File: src/rtl/glb_pkg.sv
// rtl/glb_pkg.sv - shared types and constants for the global buffer
package glb_pkg;

    localparam int GLB_BUFFER_SIZE = 512;
    localparam int GLB_ADDR_W      = $clog2(GLB_BUFFER_SIZE);

    // Read scheduler phases
    typedef enum logic [2:0] {
        S_IDLE,
        S_FLTR,
        S_STREAM,
        S_DRAIN,
        S_DONE
    } glb_sched_state_t;

    // Data-type codes, shared with the write side of the buffer
    typedef enum logic [1:0] {
        DT_IDLE,
        DT_IFMAP,
        DT_FLTR,
        DT_PSUM
    } glb_data_type_t;

endpackage

File: src/rtl/glb_valid_pipe.sv
// rtl/glb_valid_pipe.sv - read-latency matched valid shift register
module glb_valid_pipe #(
    parameter int RD_LATENCY = 1
) (
    input  logic bus_clk,
    input  logic clr,
    input  logic din,
    output logic dout,
    output logic inflight
);

    logic [RD_LATENCY-1:0] sr;

    // Shift the issued-read flag along; clr drops everything in flight
    always_ff @(posedge bus_clk) begin
        if (clr) begin
            sr <= '0;
        end else begin
            sr[0] <= din;
            for (int i = 1; i < RD_LATENCY; i++) begin
                sr[i] <= sr[i-1];
            end
        end
    end

    assign dout = sr[RD_LATENCY-1];

    // Words that will still be in the pipe after this cycle (all but the output stage)
    always_comb begin
        inflight = 1'b0;
        for (int i = 0; i < RD_LATENCY - 1; i++) begin
            inflight = inflight | sr[i];
        end
    end

endmodule

File: src/rtl/glb_read_sched.sv
// rtl/glb_read_sched.sv - port-B read scheduler for the ifmap/filter/psum RAMs
module glb_read_sched
    import glb_pkg::*;
#(
    parameter  int BUFFER_SIZE = GLB_BUFFER_SIZE,
    parameter  int NUM_COL     = 8,
    parameter  int NUM_ROW     = 8,
    parameter  int RD_LATENCY  = 1,
    localparam int ADDR_W      = $clog2(BUFFER_SIZE),
    localparam int XT_W        = $clog2(NUM_COL) + 1
) (
    input  logic              bus_clk,
    input  logic              rst,
    input  logic              start,
    input  logic              abort,
    input  logic [7:0]        kernel_size,
    input  logic [ADDR_W:0]   fltr_count,
    input  logic [ADDR_W:0]   ifmap_count,
    input  logic              pe_ready,
    input  logic              ram_rst_busy,
    output logic              fltr_rd_en,
    output logic [ADDR_W-1:0] fltr_rd_addr,
    output logic              ifmap_rd_en,
    output logic [ADDR_W-1:0] ifmap_rd_addr,
    output logic              psum_rd_en,
    output logic [ADDR_W-1:0] psum_rd_addr,
    output logic [XT_W-1:0]   x_tag,
    output logic              flush_tag,
    output logic              fltr_valid,
    output logic              data_valid,
    output logic              busy,
    output logic              done,
    output logic              cfg_err
);

    if (RD_LATENCY < 1 || RD_LATENCY > 3 || NUM_ROW < 1 || NUM_COL < 1) begin : g_param_check
        $error("glb_read_sched: unsupported parameter set");
    end

    glb_sched_state_t  state_q, state_d;
    logic [7:0]        kernel_q;
    logic [ADDR_W:0]   fltr_cnt_q, ifmap_cnt_q, rd_cnt_q;
    logic [ADDR_W-1:0] fltr_addr_q, strm_addr_q;
    logic [XT_W-1:0]   x_tag_q;
    logic              start_ok, cfg_ok, fltr_last, strm_last, x_wrap;
    logic              fltr_inflight, data_inflight, pipe_clr;

    assign start_ok  = start && !ram_rst_busy && (state_q == S_IDLE);
    assign cfg_ok    = (kernel_size != 8'd0) && (kernel_size <= 8'(NUM_COL)) &&
                       (fltr_count != '0) && (fltr_count <= (ADDR_W+1)'(BUFFER_SIZE)) &&
                       (ifmap_count != '0) && (ifmap_count <= (ADDR_W+1)'(BUFFER_SIZE));
    assign fltr_last = (rd_cnt_q == fltr_cnt_q - (ADDR_W+1)'(1));
    assign strm_last = (rd_cnt_q == ifmap_cnt_q - (ADDR_W+1)'(1));
    assign x_wrap    = (8'(x_tag_q) == kernel_q - 8'd1);
    assign pipe_clr  = rst || (abort && state_q != S_IDLE);

    // Phase sequencing and read strobes; abort wins over everything else
    always_comb begin
        state_d     = state_q;
        fltr_rd_en  = 1'b0;
        ifmap_rd_en = 1'b0;
        case (state_q)
            S_IDLE: begin
                if (start_ok && cfg_ok) state_d = S_FLTR;
            end
            S_FLTR: begin
                fltr_rd_en = pe_ready && !abort;
                if (fltr_rd_en && fltr_last) state_d = S_STREAM;
            end
            S_STREAM: begin
                ifmap_rd_en = pe_ready && !abort;
                if (ifmap_rd_en && strm_last) state_d = S_DRAIN;
            end
            S_DRAIN: begin
                if (!fltr_inflight && !data_inflight) state_d = S_DONE;
            end
            S_DONE: begin
                state_d = S_IDLE;
            end
            default: state_d = S_IDLE;
        endcase
        if (abort && state_q != S_IDLE) state_d = S_IDLE;
    end

    // State register
    always_ff @(posedge bus_clk) begin
        if (rst) state_q <= S_IDLE;
        else     state_q <= state_d;
    end

    // Job config capture, address/tag counters and the cfg_err pulse
    always_ff @(posedge bus_clk) begin
        if (rst) begin
            kernel_q    <= '0;
            fltr_cnt_q  <= '0;
            ifmap_cnt_q <= '0;
            rd_cnt_q    <= '0;
            fltr_addr_q <= '0;
            strm_addr_q <= '0;
            x_tag_q     <= '0;
            cfg_err     <= 1'b0;
        end else begin
            cfg_err <= start_ok && !cfg_ok;
            if (start_ok) begin
                kernel_q    <= kernel_size;
                fltr_cnt_q  <= fltr_count;
                ifmap_cnt_q <= ifmap_count;
            end
            if (state_d == S_IDLE) begin
                rd_cnt_q    <= '0;
                fltr_addr_q <= '0;
                strm_addr_q <= '0;
                x_tag_q     <= '0;
            end else if (fltr_rd_en) begin
                // The issued counter restarts for the stream phase; addresses stop at the last word
                if (fltr_last) begin
                    rd_cnt_q <= '0;
                end else begin
                    rd_cnt_q    <= rd_cnt_q + (ADDR_W+1)'(1);
                    fltr_addr_q <= fltr_addr_q + ADDR_W'(1);
                end
            end else if (ifmap_rd_en) begin
                x_tag_q <= x_wrap ? '0 : x_tag_q + XT_W'(1);
                if (!strm_last) begin
                    rd_cnt_q    <= rd_cnt_q + (ADDR_W+1)'(1);
                    strm_addr_q <= strm_addr_q + ADDR_W'(1);
                end
            end
        end
    end

    assign fltr_rd_addr  = fltr_addr_q;
    assign ifmap_rd_addr = strm_addr_q;
    assign psum_rd_addr  = strm_addr_q;
    assign psum_rd_en    = ifmap_rd_en;
    assign flush_tag     = ifmap_rd_en;
    assign x_tag         = x_tag_q;
    assign busy          = (state_q != S_IDLE);
    assign done          = (state_q == S_DONE);

    glb_valid_pipe #(.RD_LATENCY(RD_LATENCY)) u_fltr_vpipe (
        .bus_clk  (bus_clk),
        .clr      (pipe_clr),
        .din      (fltr_rd_en),
        .dout     (fltr_valid),
        .inflight (fltr_inflight)
    );

    glb_valid_pipe #(.RD_LATENCY(RD_LATENCY)) u_data_vpipe (
        .bus_clk  (bus_clk),
        .clr      (pipe_clr),
        .din      (ifmap_rd_en),
        .dout     (data_valid),
        .inflight (data_inflight)
    );

endmodule
File: config.mk
export PLATFORM = sky130hd
export DESIGN_NAME = glb_read_sched
export DESIGN_NICKNAME = d
export VERILOG_FILES = /design/src/rtl/glb_pkg.sv /design/src/rtl/glb_valid_pipe.sv /design/src/rtl/glb_read_sched.sv
export SDC_FILE = /design/constraint.sdc
export NUM_CORES = 1
export LEC_CHECK = 0
export CAP_MARGIN = 15
export CORE_UTILIZATION = 40
export DETAILED_ROUTE_END_ITERATION = 7
export DONT_BUFFER_PORTS = 1
export GPL_ROUTABILITY_DRIVEN = 0
export HOLD_SLACK_MARGIN = 0.1
export SYNTH_ARGS = -nofsm -noshare
export SYNTH_HDL_FRONTEND = slang
export SYNTH_SLANG_ARGS = --single-unit
File: constraint.sdc
create_clock -name bus_clk -period 3.6 [get_ports bus_clk]
set_input_delay 0.36 -clock bus_clk [delete_from_list [all_inputs] [get_ports bus_clk]]
set_output_delay 0.36 -clock bus_clk [all_outputs]
set_load 0.05 [all_outputs]
==> key figures <==
Detailed routing
  – Pre-antenna DRT Iters: 4
  – Via/cell ratio: around 5.6
  – Wire per inst: around 15 um
  – Initial drt markers: ~200
  – Via count: roughly 3400
  – Post-DRT Antenna Nets: 0
  – Total Wirelength: just over 9 mm
  – Drt drc: 0

Clock tree
  – Reg clk slew, reported paths: 0.07 ns
  – Worst skew pair latency: between 0.3 and 0.4 ns
  – # Post-CTS Setup Buffers: 0
  – CTS Buf Count: 9
  – H-tree depth: 3
  – CTS tree: done
  – # hold bufs at CTS: 2
  – CTS sink count: between 60 and 70
  – Clk buf depth: 2
  – Cts repair resizes: 0
  – Clk root buf: clkbuf_8

Logic synthesis
  – Largest family of logic cells by synthesized area: simple AND/OR/NAND/NOR gates
  – Mapped Nets: approximately 530
  – Top cell type's share of synthesized area: 0.3457
  – Synth area leaders: dfxtp_1, nand2_1, a21oi_1
  – Ys flop type: dfxtp_1
  – Post-synth EDFFs: 0
  – Synth Area in Simple Gates: 0.2930
  – Mux share of post-synthesis cell area: 0.01047
  – Count leader, synth: nand2_1
  – Post-synth top area cell: dfxtp_1
  – Compound-Gate Fraction of Synth Area: 0.1833
  – Ys Warns: 0
  – Synth top cells by count: nand2_1, dfxtp_1, a21oi_1
  – Sequential area share after synthesis: 0.3457
  – Syn_area_per_cell: ~8 um2
  – Xor/xnor cell area share of the yosys netlist: 0.07561
  – Synth Instances: between 400 and 500
  – Netlist cell types: 63
  – Flip-flop and latch count after synthesis: 66
  – Synthesized area: 3822 um2
  – Async SR Flop Fraction: 0
  – Synth Area in Adders: 0.02291

STA
  – Total Neg Setup Slack: 0 ns
  – Worst hold slack: approximately 0.14 ns
  – FMAX: approximately 340 MHz
  – Minimum clock period: 2.934 ns
  – Slew HR: 0.2638
  – Final Skew: 0.009885 ns
  – Final Setup Violations: 0
  – RSZ-0062 raised after global routing: no
  – Fin. Hold Viols: 0
  – Worst Tran Pin Value: between 1 and 1.5 ns
  – Post-route clock period utilization: 0.8151
  – Final Max Slew Viols: 0

Finish
  – Fillers: 960
  – Antenna diodes: 0
  – Fin nets: 518
  – Share of layout cells above drive strength 1: 0.08940
  – Non-Filler Instances: 610
  – Area grow syn2layout: 5.761%
  – Footprint of the multi-input gates: roughly 2200 um2
  – Final Cell Area: approximately 4000 um2
  – Register Area: 1321 um2

GRT
  – GR met3 Demand/Resource: 0.05973
  – Congestion Overflow GR: 0
  – Vias in the first global route: 3132
  – Met1 GRT Util: 0.2423
  – GRT Util Overall: 0.1952
  – First-pass GRT wire length: around 15 mm
  – Grt met2 use: 0.3236
  – Largest net degree at the start of global routing: 31
  – Gr busiest metal: met2
  – Initial antenna violation count: 0

Die
  – Initial Util: 0.4137
  – Cell Rows: 35
  – I/O Pins: 74
  – Die Span Y: between 90 and 100 um
  – Core area: around 9000 um2
  – Die ar.: around 10000 um2
  – Die X: 99.76 um

Worst setup path
  – Arr. time, crit path: ~3.2 ns
  – Critical path class: flop to flop
  – Crit path required time: about 3.9 ns
  – R2R setup slack: roughly 0.67 ns
  – R2R cell count: 7
  – Startpoint types: flop
  – CP endpoint kind: flop
  – Worst flop-to-flop path startpoint: ifmap_cnt_q[0]
  – Worst reg2reg endpoint: rd_cnt_q[3]
  – Start point of the critical path: ifmap_cnt_q[0]
  – CP max FO: 19

Placement
  – IO buf count: 0
  – Post-DP Area: just under 4000 um2
  – Placed insts: approximately 590
  – Detailed Place HPWL: approximately 6.7 mm

Run status
  – Run status: completed

Hold path
  – Hold Crit Start: ifmap_count[2]
  – Hold Path End: ifmap_cnt_q[2]
  – Number of cells on the worst hold path: 2
  – HP Class: input port to flop

Job
  – Max_cap viols: 0

Power
  – VDD IR max: about 0.15 mV
  – Pwr dens: 361.1 nW/um2
  – Static Leak: ~1.4 nW
[worst max path at each step]
stage	endpoint	depth (start not counted)
after floorplan	fltr_rd_addr[7]	6
after global placement	rd_cnt_q[6]	7
after detailed placement	rd_cnt_q[6]	7
after CTS	rd_cnt_q[6]	6
after global routing	rd_cnt_q[5]	7
final	rd_cnt_q[3]	7
[stage by stage]
stage / total power [mW] / setup WS [ns] / utilization
3_3_place_gp: 0.9105 / 0.6903 / 0.4169
2_1_floorplan: 0.8927 / 0.8977 / -
6_report: 1.460 / 0.6656 / 0.4375
4_1_cts: 1.482 / 0.6719 / 0.4375
3_5_place_dp: 0.9154 / 0.6021 / 0.4169
5_1_grt: 1.543 / 0.4009 / 0.4375
[placed cells by master, fill, tap and decap left out, types with 6 or more instances in the layout]
| master | synthesis | layout |
|---|---|---|
| nor2_1 | 30 | 30 |
| o21ai_0 | 16 | 16 |
| nand4_1 | 7 | 7 |
| or4_1 | 9 | 9 |
| clkbuf_8 | 0 | 10 |
| nor3_1 | 8 | 8 |
| ha_1 | 7 | 7 |
| nand2b_1 | 6 | 6 |
| o31ai_1 | 8 | 8 |
| xnor2_1 | 17 | 17 |
| inv_1 | 17 | 17 |
| dfxtp_1 | 66 | 66 |
| nand3_1 | 21 | 21 |
| nand2_1 | 80 | 80 |
| nor4_1 | 6 | 6 |
| a21oi_1 | 54 | 54 |
| xor2_1 | 16 | 16 |
| or3_1 | 16 | 16 |
| buf_4 | 13 | 8 |
[cells by family after synthesis]
logic type	Yosys count
AOI/OAI and AO/OA	111
xor gates and xnor gates	33
adders and majority gates	7
buffers and inverters	53
DFF	66
muxes	4
and+or+nand+nor	217
[critical path, stage by stage (launching register included)]
cell and delay, ns:
dfxtp_1 0.36, nor4_1 0.63, a21oi_1 0.15, a2111oi_1 0.46
nand4_2 0.27, a21oi_2 0.63, o21ai_0 0.22, a21oi_1 0.15
[flip-flops by register name, summed over array words and instances, names as in the netlist]
signal	count
state_q	3
x_tag	4
ifmap_cnt_q	10
kernel_q	8
u_data_vpipe.dout	1
fltr_cnt_q	10
rd_cnt_q	10
fltr_rd_addr	9
cfg_err	1
ifmap_rd_addr	9
u_fltr_vpipe.dout	1
[power by group]
part,internal (mW),switching (mW),leakage [nW]
clock network,0.265,0.289,0.0814
logic,0.0601,0.0791,0.750
registers,0.745,0.0219,0.535
[layout make-up]
class / instances / share of cell area
multi-input cells: 372 / 0.5546
flip-flops and latches: 66 / 0.3268
well taps: 129 / 0.03993
clock buffers: 11 / 0.03497
repair buffers: 10 / 0.01981
inverters: 18 / 0.01671
clock inverters: 4 / 0.007119
[routing by layer]
layer / routed length, um / share of wire / up-vias
li1: - / - / 1709
met1: 4206 / 0.45 / 1602
met2: 4458 / 0.48 / 67
met3: 490 / 0.053 / 13
met4: 153 / 0.016 / 0
met5: 0 / 0 / -
No activity file was read; power rests on OpenSTA's default activity.
